`src/rtl/dec_pkg.sv`:
```
// Shared definitions for the decode transaction sequencer:
//   state_t    - sequencer states
//   MODE_*     - codeword size codes on the mode input
//   NOF_*      - error-count codes from the syndrome unit
//   SYND_W     - syndrome width
package dec_pkg;

    typedef enum logic [2:0] {
        IDLE      = 3'd0,
        SYND_REQ  = 3'd1,
        SYND_WAIT = 3'd2,
        FIX       = 3'd3,
        DONE      = 3'd4
    } state_t;

    localparam logic [1:0] MODE_SMALL   = 2'b00;
    localparam logic [1:0] MODE_MEDIUM  = 2'b01;
    localparam logic [1:0] MODE_LARGE   = 2'b10;
    localparam logic [1:0] MODE_ILLEGAL = 2'b11;

    localparam logic [1:0] NOF_NONE   = 2'b00;
    localparam logic [1:0] NOF_SINGLE = 2'b01;
    localparam logic [1:0] NOF_MULTI  = 2'b10;

    localparam int SYND_W = 5;

endpackage

```
`src/rtl/dec_timeout_cnt.sv`:
```
// Syndrome-wait timeout counter.
// Ports:
//   clk, rst  - clock, asynchronous active-low reset
//   clr       - synchronous clear to zero (has priority over en)
//   en        - count up by one
//   tc        - terminal count: count == TIMEOUT-1
module dec_timeout_cnt #(
    parameter int TIMEOUT = 64,
    parameter int TO_W    = 7
) (
    input  logic clk,
    input  logic rst,
    input  logic clr,
    input  logic en,
    output logic tc
);

    logic [TO_W-1:0] count;

    always_ff @(posedge clk or negedge rst) begin
        if (!rst) begin
            count <= '0;
        end else if (clr) begin
            count <= '0;
        end else if (en) begin
            count <= count + 1'b1;
        end
    end

    assign tc = (count == TO_W'(TIMEOUT - 1));

endmodule

```
`src/rtl/decode_controller.sv`:
```
// Sequencer for one decode transaction: latch codeword, request a syndrome,
// wait (with timeout), present the result to the error-fix stage for one
// cycle, then pulse done with the saturated error classification.
// Ports:
//   clk, rst                      - clock, asynchronous active-low reset
//   start, mode, cw_in            - transaction request (sampled in IDLE)
//   busy                          - state != IDLE
//   synd_req, synd_cw             - request/codeword to the syndrome unit
//   synd_valid, synd_s, synd_nof  - syndrome unit result
//   fix_s, fix_nof, fix_small,
//   fix_medium, fix_data          - operands for the error-fix stage
//   done, nof_out                 - completion pulse and classification
//   err_timeout, err_mode         - error pulses
//
// state     | meaning
// IDLE      | waiting for start
// SYND_REQ  | pulse synd_req, clear timeout counter
// SYND_WAIT | waiting for synd_valid or timeout
// FIX       | fix_* stable while error-fix stage registers
// DONE      | pulse done with nof_out
module decode_controller
    import dec_pkg::*;
#(
    parameter int DATA_WIDTH = 32,
    parameter int TIMEOUT    = 64,
    parameter int TO_W       = 7
) (
    input  logic                  clk,
    input  logic                  rst,
    input  logic                  start,
    input  logic [1:0]            mode,
    input  logic [DATA_WIDTH-1:0] cw_in,
    output logic                  busy,
    output logic                  synd_req,
    output logic [DATA_WIDTH-1:0] synd_cw,
    input  logic                  synd_valid,
    input  logic [SYND_W-1:0]     synd_s,
    input  logic [1:0]            synd_nof,
    output logic [SYND_W-1:0]     fix_s,
    output logic [1:0]            fix_nof,
    output logic                  fix_small,
    output logic                  fix_medium,
    output logic [DATA_WIDTH-1:0] fix_data,
    output logic                  done,
    output logic [1:0]            nof_out,
    output logic                  err_timeout,
    output logic                  err_mode
);

    state_t     state;
    logic [1:0] mode_q;
    logic       cnt_clr;
    logic       cnt_en;
    logic       cnt_tc;

    // Counter runs only on wait cycles without a result, so valid on the
    // terminal cycle wins over the timeout.
    assign cnt_clr = (state == SYND_REQ);
    assign cnt_en  = (state == SYND_WAIT) && !synd_valid;

    dec_timeout_cnt #(
        .TIMEOUT (TIMEOUT),
        .TO_W    (TO_W)
    ) u_timeout_cnt (
        .clk (clk),
        .rst (rst),
        .clr (cnt_clr),
        .en  (cnt_en),
        .tc  (cnt_tc)
    );

    always_ff @(posedge clk or negedge rst) begin
        if (!rst) begin
            state       <= IDLE;
            mode_q      <= MODE_SMALL;
            busy        <= 1'b0;
            synd_req    <= 1'b0;
            synd_cw     <= '0;
            fix_s       <= '0;
            fix_nof     <= NOF_NONE;
            fix_small   <= 1'b0;
            fix_medium  <= 1'b0;
            fix_data    <= '0;
            done        <= 1'b0;
            nof_out     <= NOF_NONE;
            err_timeout <= 1'b0;
            err_mode    <= 1'b0;
        end else begin
            synd_req    <= 1'b0;
            done        <= 1'b0;
            err_timeout <= 1'b0;
            err_mode    <= 1'b0;
            case (state)
                IDLE: begin
                    if (start) begin
                        if (mode == MODE_ILLEGAL) begin
                            err_mode <= 1'b1;
                        end else begin
                            mode_q   <= mode;
                            synd_cw  <= cw_in;
                            fix_data <= cw_in;
                            busy     <= 1'b1;
                            state    <= SYND_REQ;
                        end
                    end
                end
                SYND_REQ: begin
                    synd_req <= 1'b1;
                    state    <= SYND_WAIT;
                end
                SYND_WAIT: begin
                    if (synd_valid) begin
                        fix_s      <= synd_s;
                        fix_nof    <= synd_nof;
                        fix_small  <= (mode_q == MODE_SMALL);
                        fix_medium <= (mode_q == MODE_MEDIUM);
                        state      <= FIX;
                    end else if (cnt_tc) begin
                        err_timeout <= 1'b1;
                        busy        <= 1'b0;
                        state       <= IDLE;
                    end
                end
                FIX: begin
                    state <= DONE;
                end
                DONE: begin
                    done    <= 1'b1;
                    nof_out <= (fix_nof == 2'b11) ? NOF_MULTI : fix_nof;
                    busy    <= 1'b0;
                    state   <= IDLE;
                end
                default: begin
                    busy  <= 1'b0;
                    state <= IDLE;
                end
            endcase
        end
    end

endmodule

```
`config.mk`:
```
export PLATFORM = sky130hd
export DESIGN_NAME = decode_controller
export DESIGN_NICKNAME = d
export VERILOG_FILES = /design/src/rtl/dec_pkg.sv /design/src/rtl/dec_timeout_cnt.sv /design/src/rtl/decode_controller.sv
export SDC_FILE = /design/constraint.sdc
export NUM_CORES = 1
export LEC_CHECK = 0
export ABC_AREA = 1
export CORE_MARGIN = 3
export CORE_UTILIZATION = 30
export CTS_CLUSTER_DIAMETER = 80
export DETAILED_ROUTE_END_ITERATION = 10
export SYNTH_ARGS = -nofsm -noshare
export SYNTH_HDL_FRONTEND = slang
export SYNTH_SLANG_ARGS = --single-unit
```
`constraint.sdc`:
```
create_clock -name clk -period 1.7 [get_ports clk]
set_input_delay 0.255 -clock clk [delete_from_list [all_inputs] [get_ports clk]]
set_output_delay 0.255 -clock clk [all_outputs]
set_load 0.01 [all_outputs]
```
==> flow_summary.json <==
{
  "status": "finished, final reports clean",
  "slew_headroom_pct": 73.6,
  "post_cts_buffers": 0,
  "grt_overflow_total": 0,
  "first_iter_violations": 83,
  "critPathTopFamily": "buffers and inverters",
  "cts_buffers": 9,
  "hp-class": "input port to register",
  "gp_congestion": 0.740,
  "ys_ff_latch": 60,
  "cp_max_fo": 3,
  "place_area_um2": 3810,
  "synth_edf_count": 0,
  "synth_cells": 306,
  "startpoint_type": "register",
  "synthesis.area_um2": 2710,
  "fin_nets": 451,
  "use_met3_pct": 4.50,
  "cts.path.max_buffers": 2,
  "grt_max_degree": 61,
  "vdd_ir_drop_max_mv": 0.806,
  "ys.flop_type": "dfrtp_1",
  "skew_ns": 0.00868,
  "crit_buf_inv": 1,
  "grt_pass1_vias": 2293,
  "crit_slowest_cell": "clkdlybuf4s50_1",
  "avgSynthCellArea_um2": 8.84,
  "firstDrtPassIters": 4,
  "slowest_delay_ns": 0.56,
  "clock_sinks": 60,
  "critPathKind": "register to output pin",
  "core-area_um2": 8760,
  "ios": 125,
  "synthArstFlopShare_pct": 100,
  "vias": 2228,
  "fin_area_um2": 4010,
  "powerDensity_nw_per_um2": 1770,
  "met2_usage_pct": 22.3,
  "synthTopCellsByArea": "dfrtp_1 55%, nand2_1 21%, buf_4 9.7%, inv_1 1.9%, buf_6 1.7%",
  "synth_area_leader_cell": "dfrtp_1",
  "antenna_found_initial": 0,
  "hpwl_um": 4660,
  "p_leak_nw": 1.91,
  "finalCritPeriodShare_pct": 90.1,
  "busiest_layer": "met2",
  "start_util_pct": 30.9,
  "worst_pin_slew_ns": 0.395,
  "required_ns": 1.44,
  "diodes": 0,
  "slew_violations": 0,
  "synthDistinctLibCells": 27,
  "critPathArrivalTime_ns": 1.28,
  "finalCriticalPeriod_ns": 1.53,
  "wl_um": 6350,
  "fmax_ghz": 0.653,
  "setup_viol": 0,
  "dieArea_um2": 10200,
  "rows": 34,
  "die_w_um": 101,
  "drtAntennaViolNets": 0,
  "track_usage_pct": 12.9,
  "endpoint_kind": "output pin",
  "final.setup.tns_ns": 0,
  "area_growth_pct": 48.3,
  "netlist.area_leader.share_pct": 55.5,
  "routed_via_density": 4.31,
  "yosys_warnings": 0,
  "yosysMostFrequentCell": "nand2_1",
  "root_buffer": "clkbuf_8",
  "post_drt_wl_per_cell_um": 12.3,
  "worstPathCellList": "clkdlybuf4s50_1",
  "drcViolationCount": 0,
  "syn-num-nets": 352,
  "cts_tree": "yes",
  "use_met1_pct": 15.2,
  "grt_pass1_wl_um": 10400,
  "cap_violations": 0,
  "rsz0062_at_grt": "false",
  "clkLatencyLatePin_ns": 0.32,
  "io_buffers": 124,
  "ys_seq_area_share_pct": 55.5,
  "die_height_um": 101,
  "layout-drive-gt1-share_pct": 6.85,
  "cts.clk_slew.worst_paths_ns": 0.07,
  "synth_commonest_cells": "148 x nand2_1, 60 x dfrtp_1, 35 x buf_4",
  "finalHoldViolations": 0,
  "htree_levels": 3
}
## area by class of cell
type                            count  area, um2
Tap cell                          108        135
Fill cell                         900       4750
Sequential cell                    60       1500
Clock buffer                       11        141
Multi-Input combinational cell    190        830
Timing Repair Buffer              128       1290
Clock inverter                      4       50.0
Inverter                           16       62.6
## stage by stage
stage / total power, W / hold slack [ns] / instances / util [%] / worst slack [ns]
after CTS: 0.00726 / 0.440 / 517 / 45.8 / 0.136
after global placement: 0.00589 / 0.292 / 501 / 43.5 / 0.146
after detailed placement: 0.00598 / 0.290 / 501 / 43.5 / 0.0973
after global routing: 0.00767 / 0.456 / 517 / 45.8 / 0.0490
final: 0.00712 / 0.462 / 517 / 45.8 / 0.168
after floorplan: 0.00436 / -0.0406 / 306 / - / 0.403
## worst min-delay path, stage by stage
cell	delay, ns
clkdlybuf4s50_1	0.39
nand2_1	0.06
nand2_1	0.04
## cells by family (layout without fill, tap and decap cells)
logic type | after synthesis | in the layout | synth area share (%)
AND/OR/NAND/NOR | 175 | 175 | 27.2
flip-flops | 60 | 60 | 55.5
buffers and inverters | 56 | 159 | 13.9
AO/OA/AOI/OAI | 14 | 14 | 2.96
adder cells (fa/ha/maj) | 1 | 1 | 0.462
## sequential cells by signal (all words and copies together), names as in the netlist
register / flops
synd_req: 1
done: 1
busy: 1
fix_data: 32
fix_nof: 2
mode_q: 2
err_timeout: 1
u_timeout_cnt.count: 7
fix_s: 5
fix_medium: 1
state: 3
err_mode: 1
nof_out: 2
fix_small: 1
## metal layers
layer | wire (um) | share of wire (%)
met4 | 49 | 0.77
met5 | 0 | 0
met1 | 2640 | 42
met2 | 3100 | 49
met3 | 557 | 8.8
## layout by cell type (no fill, tap or decap), types with 2 or more instances in the layout
cell,count
a21oi_1,6
buf_12,2
clkbuf_8,10
clkdlybuf4s50_1,123
clkinvlp_4,2
dfrtp_1,60
inv_1,14
nand2_1,148
nand3_1,7
nand4_1,2
nor2_1,8
o21ai_0,4
o31ai_1,2
## timing repair
action	CTS	global route
gates resized for setup	0	0
hold endpoints to repair	60	0
hold buffers	1	0
## where the power goes
group,switching (W),internal (W),leakage (nW)
clock,0.000529,0.000706,0.0914
sequential,0.000463,0.00203,0.762
combinational,0.00151,0.00189,1.06
total,0.00250,0.00462,1.91
## path summary, 6_finish.rpt
| check | from | endpoint | slack [ns] | depth (start not counted) |
|---|---|---|---|---|
| setup / recovery | fix_data[14]$_DFFE_PN0P_ | fix_data[14] | 0.17 | 1 |
| hold / removal | synd_nof[1] | fix_nof[1]$_DFFE_PN0P_ | 0.46 | 3 |
| setup reg to reg | state[2]$_DFFE_PN0P_ | fix_medium$_DFFE_PN0P_ | 0.22 | 5 |
| hold reg to reg | mode_q[0]$_DFFE_PN0P_ | fix_small$_DFFE_PN0P_ | 0.46 | 1 |
| max in group asynchronous | rst | u_timeout_cnt.count[0]$_DFFE_PN0P_ | 0.97 | 3 |
| min in group asynchronous | rst | fix_data[10]$_DFFE_PN0P_ | 0.47 | 3 |
Note: power is estimated with default switching activity, not from simulation.
